`config.mk`:
```
export PLATFORM = sky130hd
export DESIGN_NAME = isp_blc_ctrl
export DESIGN_NICKNAME = d
export VERILOG_FILES = /design/src/rtl/isp_blc_ctrl.sv
export SDC_FILE = /design/constraint.sdc
export NUM_CORES = 1
export LEC_CHECK = 0
export BUFFER_PORTS_ARGS = -buffer_cell sky130_fd_sc_hd__buf_2
export CAP_MARGIN = 10
export CORE_MARGIN = 4
export CORE_UTILIZATION = 41
export CTS_BUF_LIST = sky130_fd_sc_hd__clkbuf_16
export CTS_CLUSTER_SIZE = 25
export DETAILED_ROUTE_END_ITERATION = 8
export PLACE_DENSITY = 0.63
export SLEW_MARGIN = 20
export SYNTH_ARGS = -nofsm -noshare
export SYNTH_HDL_FRONTEND = slang
export SYNTH_SLANG_ARGS = --single-unit
```
`constraint.sdc`:
```
create_clock -name pclk -period 6.5 [get_ports pclk]
set_input_delay 0.975 -clock pclk [delete_from_list [all_inputs] [get_ports pclk]]
set_output_delay 0.975 -clock pclk [all_outputs]
set_load 0.01 [all_outputs]
```
`src/rtl/isp_blc_ctrl.sv`:
```
// Frame-synchronous black-level controller: measures B/Gb/Gr/R means over an optical-black window or applies manual levels.
// Optional macro BLC_CTRL_IIR_EN: auto-mode commits are smoothed with old + ((mean - old) >>> 2).
module isp_blc_ctrl #(
  parameter int BITS     = 8,
  parameter int BAYER    = 0,
  parameter int OB_LINES = 2,
  parameter int OB_COLS  = 8
) (
  input  logic            pclk,
  input  logic            rst,
  input  logic            in_href,
  input  logic            in_vsync,
  input  logic [BITS-1:0] in_raw,
  input  logic            auto_en,
  input  logic [BITS-1:0] man_b,
  input  logic [BITS-1:0] man_gb,
  input  logic [BITS-1:0] man_gr,
  input  logic [BITS-1:0] man_r,
  input  logic            man_upd,
  output logic [BITS-1:0] black_b,
  output logic [BITS-1:0] black_gb,
  output logic [BITS-1:0] black_gr,
  output logic [BITS-1:0] black_r,
  output logic            busy,
  output logic            upd_done,
  output logic [1:0]      dbg_state
);

  localparam int SHIFT  = $clog2(OB_LINES * OB_COLS / 4);
  localparam int ACC_W  = BITS + SHIFT;
  localparam int PIX_W  = $clog2(OB_COLS + 1);
  localparam int LINE_W = $clog2(OB_LINES + 1);
  localparam logic [PIX_W-1:0]  OB_COLS_L  = PIX_W'(OB_COLS);
  localparam logic [LINE_W-1:0] OB_LINES_L = LINE_W'(OB_LINES);
  localparam logic [1:0]        BAYER_L    = 2'(BAYER);

  typedef enum logic [1:0] {
    S_IDLE   = 2'd0,
    S_ACC    = 2'd1,
    S_HOLD   = 2'd2,
    S_COMMIT = 2'd3
  } state_e;

  state_e             state_q, state_d;
  logic               vs_q, hr_q;
  logic [PIX_W-1:0]   pix_cnt_q, pix_cnt_d;
  logic [LINE_W-1:0]  line_cnt_q, line_cnt_d;
  logic               mode_q, mode_d;
  logic               meas_ok_q, meas_ok_d;
  logic               pending_q, pending_d;
  logic               upd_done_q, upd_done_d;
  logic [ACC_W-1:0]   acc_q [4];
  logic [ACC_W-1:0]   acc_d [4];
  logic [BITS-1:0]    black_q [4];
  logic [BITS-1:0]    black_d [4];
  logic [BITS-1:0]    shadow_q [4];
  logic [BITS-1:0]    shadow_d [4];
  logic [BITS-1:0]    mean [4];
  logic               fs, fe, le, acc_hit;
  logic [1:0]         ch;

`ifdef BLC_CTRL_IIR_EN
  function automatic logic [BITS-1:0] commit_val(input logic [BITS-1:0] old_v,
                                                 input logic [BITS-1:0] mean_v);
    logic signed [BITS:0]   diff;
    logic signed [BITS:0]   step;
    logic signed [BITS+1:0] sum;
    diff = $signed({1'b0, mean_v}) - $signed({1'b0, old_v});
    step = diff >>> 2;
    sum  = $signed({2'b00, old_v}) + $signed({step[BITS], step});
    if (sum < 0)
      commit_val = '0;
    else if (sum > $signed({2'b00, {BITS{1'b1}}}))
      commit_val = '1;
    else
      commit_val = sum[BITS-1:0];
  endfunction
`else
  function automatic logic [BITS-1:0] commit_val(input logic [BITS-1:0] old_v,
                                                 input logic [BITS-1:0] mean_v);
    logic unused_old;
    unused_old = ^old_v;
    commit_val = mean_v;
  endfunction
`endif

  assign fs = ~in_vsync & vs_q;
  assign fe = in_vsync & ~vs_q;
  assign le = ~in_href & hr_q;
  assign ch = {line_cnt_q[0] ^ BAYER_L[1], pix_cnt_q[0] ^ BAYER_L[0]};
  assign acc_hit = in_href && (pix_cnt_q < OB_COLS_L) && (line_cnt_q < OB_LINES_L);

  always_comb begin
    for (int i = 0; i < 4; i++) mean[i] = acc_q[i][ACC_W-1:SHIFT];
  end

  always_comb begin
    pix_cnt_d = '0;
    if (in_href) pix_cnt_d = (pix_cnt_q == OB_COLS_L) ? pix_cnt_q : pix_cnt_q + 1'b1;
    line_cnt_d = line_cnt_q;
    if (fs) line_cnt_d = '0;
    else if (le && line_cnt_q != OB_LINES_L) line_cnt_d = line_cnt_q + 1'b1;
  end

  always_comb begin
    state_d    = state_q;
    mode_d     = mode_q;
    meas_ok_d  = meas_ok_q;
    pending_d  = pending_q;
    upd_done_d = 1'b0;
    acc_d      = acc_q;
    black_d    = black_q;
    shadow_d   = shadow_q;
    // A frame start in any state restarts the frame; an aborted frame never commits.
    if (fs) begin
      for (int i = 0; i < 4; i++) acc_d[i] = '0;
      mode_d    = auto_en;
      meas_ok_d = 1'b0;
      state_d   = auto_en ? S_ACC : S_HOLD;
    end else begin
      case (state_q)
        S_ACC: begin
          if (acc_hit) acc_d[ch] = acc_q[ch] + ACC_W'(in_raw);
          if (line_cnt_q == OB_LINES_L) begin
            meas_ok_d = 1'b1;
            state_d   = fe ? S_COMMIT : S_HOLD;
          end else if (fe) begin
            meas_ok_d = 1'b0;
            state_d   = S_COMMIT;
          end
        end
        S_HOLD: begin
          if (fe) state_d = S_COMMIT;
        end
        S_COMMIT: begin
          if (mode_q && meas_ok_q) begin
            for (int i = 0; i < 4; i++) black_d[i] = commit_val(black_q[i], mean[i]);
            upd_done_d = 1'b1;
          end else if (!mode_q && pending_q) begin
            black_d    = shadow_q;
            pending_d  = 1'b0;
            upd_done_d = 1'b1;
          end
          state_d = S_IDLE;
        end
        default: state_d = S_IDLE;
      endcase
    end
    // A host update landing on the commit cycle stays pending for the next frame end.
    if (man_upd) begin
      shadow_d[0] = man_b;
      shadow_d[1] = man_gb;
      shadow_d[2] = man_gr;
      shadow_d[3] = man_r;
      pending_d   = 1'b1;
    end
  end

  always_ff @(posedge pclk) begin
    if (rst) begin
      state_q    <= S_IDLE;
      vs_q       <= 1'b0;
      hr_q       <= 1'b0;
      pix_cnt_q  <= '0;
      line_cnt_q <= '0;
      mode_q     <= 1'b0;
      meas_ok_q  <= 1'b0;
      pending_q  <= 1'b0;
      upd_done_q <= 1'b0;
      acc_q      <= '{default: '0};
      black_q    <= '{default: '0};
      shadow_q   <= '{default: '0};
    end else begin
      state_q    <= state_d;
      vs_q       <= in_vsync;
      hr_q       <= in_href;
      pix_cnt_q  <= pix_cnt_d;
      line_cnt_q <= line_cnt_d;
      mode_q     <= mode_d;
      meas_ok_q  <= meas_ok_d;
      pending_q  <= pending_d;
      upd_done_q <= upd_done_d;
      acc_q      <= acc_d;
      black_q    <= black_d;
      shadow_q   <= shadow_d;
    end
  end

  assign black_b   = black_q[0];
  assign black_gb  = black_q[1];
  assign black_gr  = black_q[2];
  assign black_r   = black_q[3];
  assign upd_done  = upd_done_q;
  assign busy      = (state_q == S_ACC) || (state_q == S_HOLD);
  assign dbg_state = state_q;

endmodule

```
==> run summary <==
Die Ht = 121.9 um
DP Cell Count = 810
Reg2Reg Capture Point = acc_q[18]$_SDFFE_PP0P_
relative slew slack = 0.3057
PortBufs = 81
total number of vias = 4,528
initial antenna violation count = 0
Flop pwr share = 0.427
Syn Nets = 660
Synth top area share = 0.4440
Setup Viol. Count Final = 0
Fin Hold WS = 0.4545 ns
PwrDens = 276.6 nW/um2
Tmin final = 3.348 ns
leak pwr = 2.469 nW
Worst Skew = 0.005548 ns
Hold WC Path Type = flip-flop to flip-flop
sequential area share after synthesis = 0.4440
R2R depth = 7
Avg Cell Area, Syn = 8.882 um2
die area = 14,860 um2
Slew Viols, Final = 0
Reg clk slew, reported paths = 0.05 ns
critical path fanouts, max = 17
Psw = 0.3921 mW
Worst Setup End Kind = flip-flop
crit path to = acc_q[18]$_SDFFE_PP0P_
Site Rows = 41
Synth Warn # = 0
largest net degree at the start of global routing = 74
crit path DAT = 3.65 ns
post-route cell area = 6380 um2
Yosys cell types = 47
Synth Cell Area = 5320 um2
fmax = 298.7 MHz
Crit path required time = 6.80 ns
# Post-CTS Setup Buffers = 0
prevailing post-synth register cell = dfxtp_1
htree depth = 4
non-filler cells, final = 842
fraction of registers with async set or reset after synthesis = 0
CP startpoint = pix_cnt_q[0]$_SDFFE_PP0N_
drt wl/cell = 16.22 um
register bit total from synthesis = 118
RSZ-0062 raised after global routing = no
Max clock buf depth = 2
CTS tree = yes
drc violations = 0
share of post-route cells with drive strength above 1 = 0.2030
Tcrit/Tclk final = 0.5150
Post-CTS Resized = 0
reg-to-reg slack, setup = 3.15 ns
R2R Path Start = pix_cnt_q[0]$_SDFFE_PP0N_
DRT antenna net count = 0
CP startpoint kind = flip-flop
GRT Total Usage = 0.1916
kind of critical path = flip-flop to flip-flop
combinational power share = 0.049
total power = 1.765 mW
HPWL after DPL = 9849 um
# nets final = 718
Mapped Cells = 599
synth top area cells = dfxtp_1, mux2i_1, nand2_1
worst-skew pair later-pin latency = 0.41 ns
first-pass GRT wire length = 22,320 um
Num CTS Buffers = 17
Vias/cell = 5.378
Chip Width = 121.9 um
CTS root buffer = clkbuf_16
Initial Util = 0.4199
Max Cap Viol = 0
Max VDD drop = 0.1650 mV
# hold bufs at CTS = 0
io pins = 82
drt first pass iters = 7
Hold Vio Cnt, Final = 0
Worst-Margin Slew = 1.040 ns
Net Sw Frac = 0.2222
Post-DP Area = 5787 um2
setup_tns = 0 ns
total core area = 12,670 um2
DRT iter0 DRCs = 411
Placer Congestion = 0.8954
area leader, netlist = dfxtp_1
number of global-route vias before repair = 4,343
Clk pwr share = 0.523
P&R area growth vs syn = 19.92%
status = completed
final WL = 13,660 um
number of flops mapped to enable cells by yosys = 0
internal power = 1.373 mW
grt ovf = 0
Clock Sinks = 118
# diodes = 0
-- final cells by class --
class / instances / area (um2)
sequential: 118 / 2364
timing repair buffer: 84 / 427.9
clock buffer: 17 / 425.4
fill: 1193 / 6291
tap: 172 / 215.2
inverter: 13 / 48.80
multi-input combinational: 423 / 2735
clock inverter: 15 / 163.9
-- metrics by stage --
step | utilization | worst slack (ns)
final | 0.5035 | 3.152
after global routing | 0.5035 | 2.837
after CTS | 0.5032 | 3.080
after detailed placement | 0.4567 | 3.117
after global placement | 0.4567 | 3.192
after floorplan | - | 3.701
-- critical path, stage by stage (launching register included) --
cell and delay (ns):
dfxtp_1 0.93, mux4_2 0.64, ha_1 0.36, nor2b_1 0.18, o311ai_1 0.50, and4b_1 0.33
nor3_4 0.07, o31ai_1 0.23
-- cell usage after synthesis, types with 2 or more instances --
cell,count
o21a_1,3
nor2b_1,5
mux4_2,10
a211o_1,5
and3_1,2
nand2_1,80
o41ai_1,4
a211oi_1,5
clkbuf_1,31
buf_2,9
a31oi_1,4
a21o_1,4
dfxtp_1,118
a211oi_2,2
o31ai_1,4
nand4_1,5
inv_1,13
nand3_1,50
a311oi_1,33
buf_1,4
o21ai_0,9
mux2i_1,33
nor2_1,80
and2_1,3
xnor2_1,4
nand2b_1,7
a21oi_1,39
ha_1,14
-- cell families after synthesis --
| logic type | Yosys count | share of synthesized area |
|---|---|---|
| flip-flops | 118 | 0.4440 |
| adder cells (fa/ha/maj) | 15 | 0.03669 |
| AO/OA/AOI/OAI | 117 | 0.1559 |
| XOR/XNOR | 5 | 0.008231 |
| AND/OR/NAND/NOR | 242 | 0.2034 |
| buffers and inverters | 58 | 0.04445 |
| multiplexers | 44 | 0.1072 |
-- cell usage in the layout (no fill, tap or decap), types with 2 or more instances in the layout --
| master | instances |
|---|---|
| nor2b_1 | 5 |
| and2_1 | 3 |
| buf_2 | 81 |
| o41ai_1 | 4 |
| inv_1 | 14 |
| a21oi_4 | 2 |
| nand4_1 | 5 |
| nand2b_1 | 7 |
| a21oi_1 | 38 |
| a211o_1 | 5 |
| clkinv_2 | 4 |
| nor2_1 | 80 |
| o21a_1 | 3 |
| bufinv_16 | 3 |
| a31oi_1 | 4 |
| nand3_1 | 50 |
| clkinvlp_4 | 5 |
| dfxtp_1 | 117 |
| mux2i_1 | 33 |
| nand2_1 | 79 |
| ha_1 | 14 |
| mux4_2 | 10 |
| and3_1 | 2 |
| buf_4 | 3 |
| a211oi_2 | 2 |
| clkbuf_16 | 17 |
| o31ai_1 | 4 |
| a211oi_1 | 5 |
| a311oi_1 | 33 |
| xnor2_1 | 4 |
| o21ai_0 | 9 |
| a21o_1 | 4 |
-- worst min path at each step --
stage	startpoint	endpoint	slack, ns	depth (start not counted)
4_1_cts	acc_q[10]$_SDFFE_PP0P_	acc_q[10]$_SDFFE_PP0P_	0.46	2
5_1_grt	acc_q[20]$_SDFFE_PP0P_	acc_q[20]$_SDFFE_PP0P_	0.48	2
2_1_floorplan	acc_q[10]$_SDFFE_PP0P_	acc_q[10]$_SDFFE_PP0P_	0.43	2
3_3_place_gp	acc_q[30]$_SDFFE_PP0P_	acc_q[30]$_SDFFE_PP0P_	0.44	2
3_5_place_dp	acc_q[10]$_SDFFE_PP0P_	acc_q[10]$_SDFFE_PP0P_	0.45	2
6_report	acc_q[10]$_SDFFE_PP0P_	acc_q[10]$_SDFFE_PP0P_	0.45	2
-- flip-flops by register name (all words and copies together) (netlist names) --
signal	cells
black_r	8
pending_q	1
vs_q	1
black_gr	8
dbg_state	2
mode_q	1
black_b	8
acc_q	40
line_cnt_q	2
pix_cnt_q	4
hr_q	1
black_gb	8
meas_ok_q	1
upd_done	1
shadow_q	32
-- power by group through the flow --
stage / Combinational, mW / Clock [mW] / Sequential, mW
finish: 0.0869 / 0.923 / 0.754
global route: 0.0987 / 0.979 / 0.756
CTS: 0.0878 / 0.935 / 0.754
detailed placement: 0.0873 / 0 / 0.770
global placement: 0.0849 / 0 / 0.769
floorplan: 0.0658 / 0 / 0.761
-- layer usage --
layer	wire, um	up-vias	GRT usage
met5	0	-	0
met4	154	0	0.05672
met3	707	12	0.05664
met2	6685	116	0.3101
met1	6110	2148	0.2487
li1	-	2252	-
Note: power is estimated with default switching activity, not from simulation.
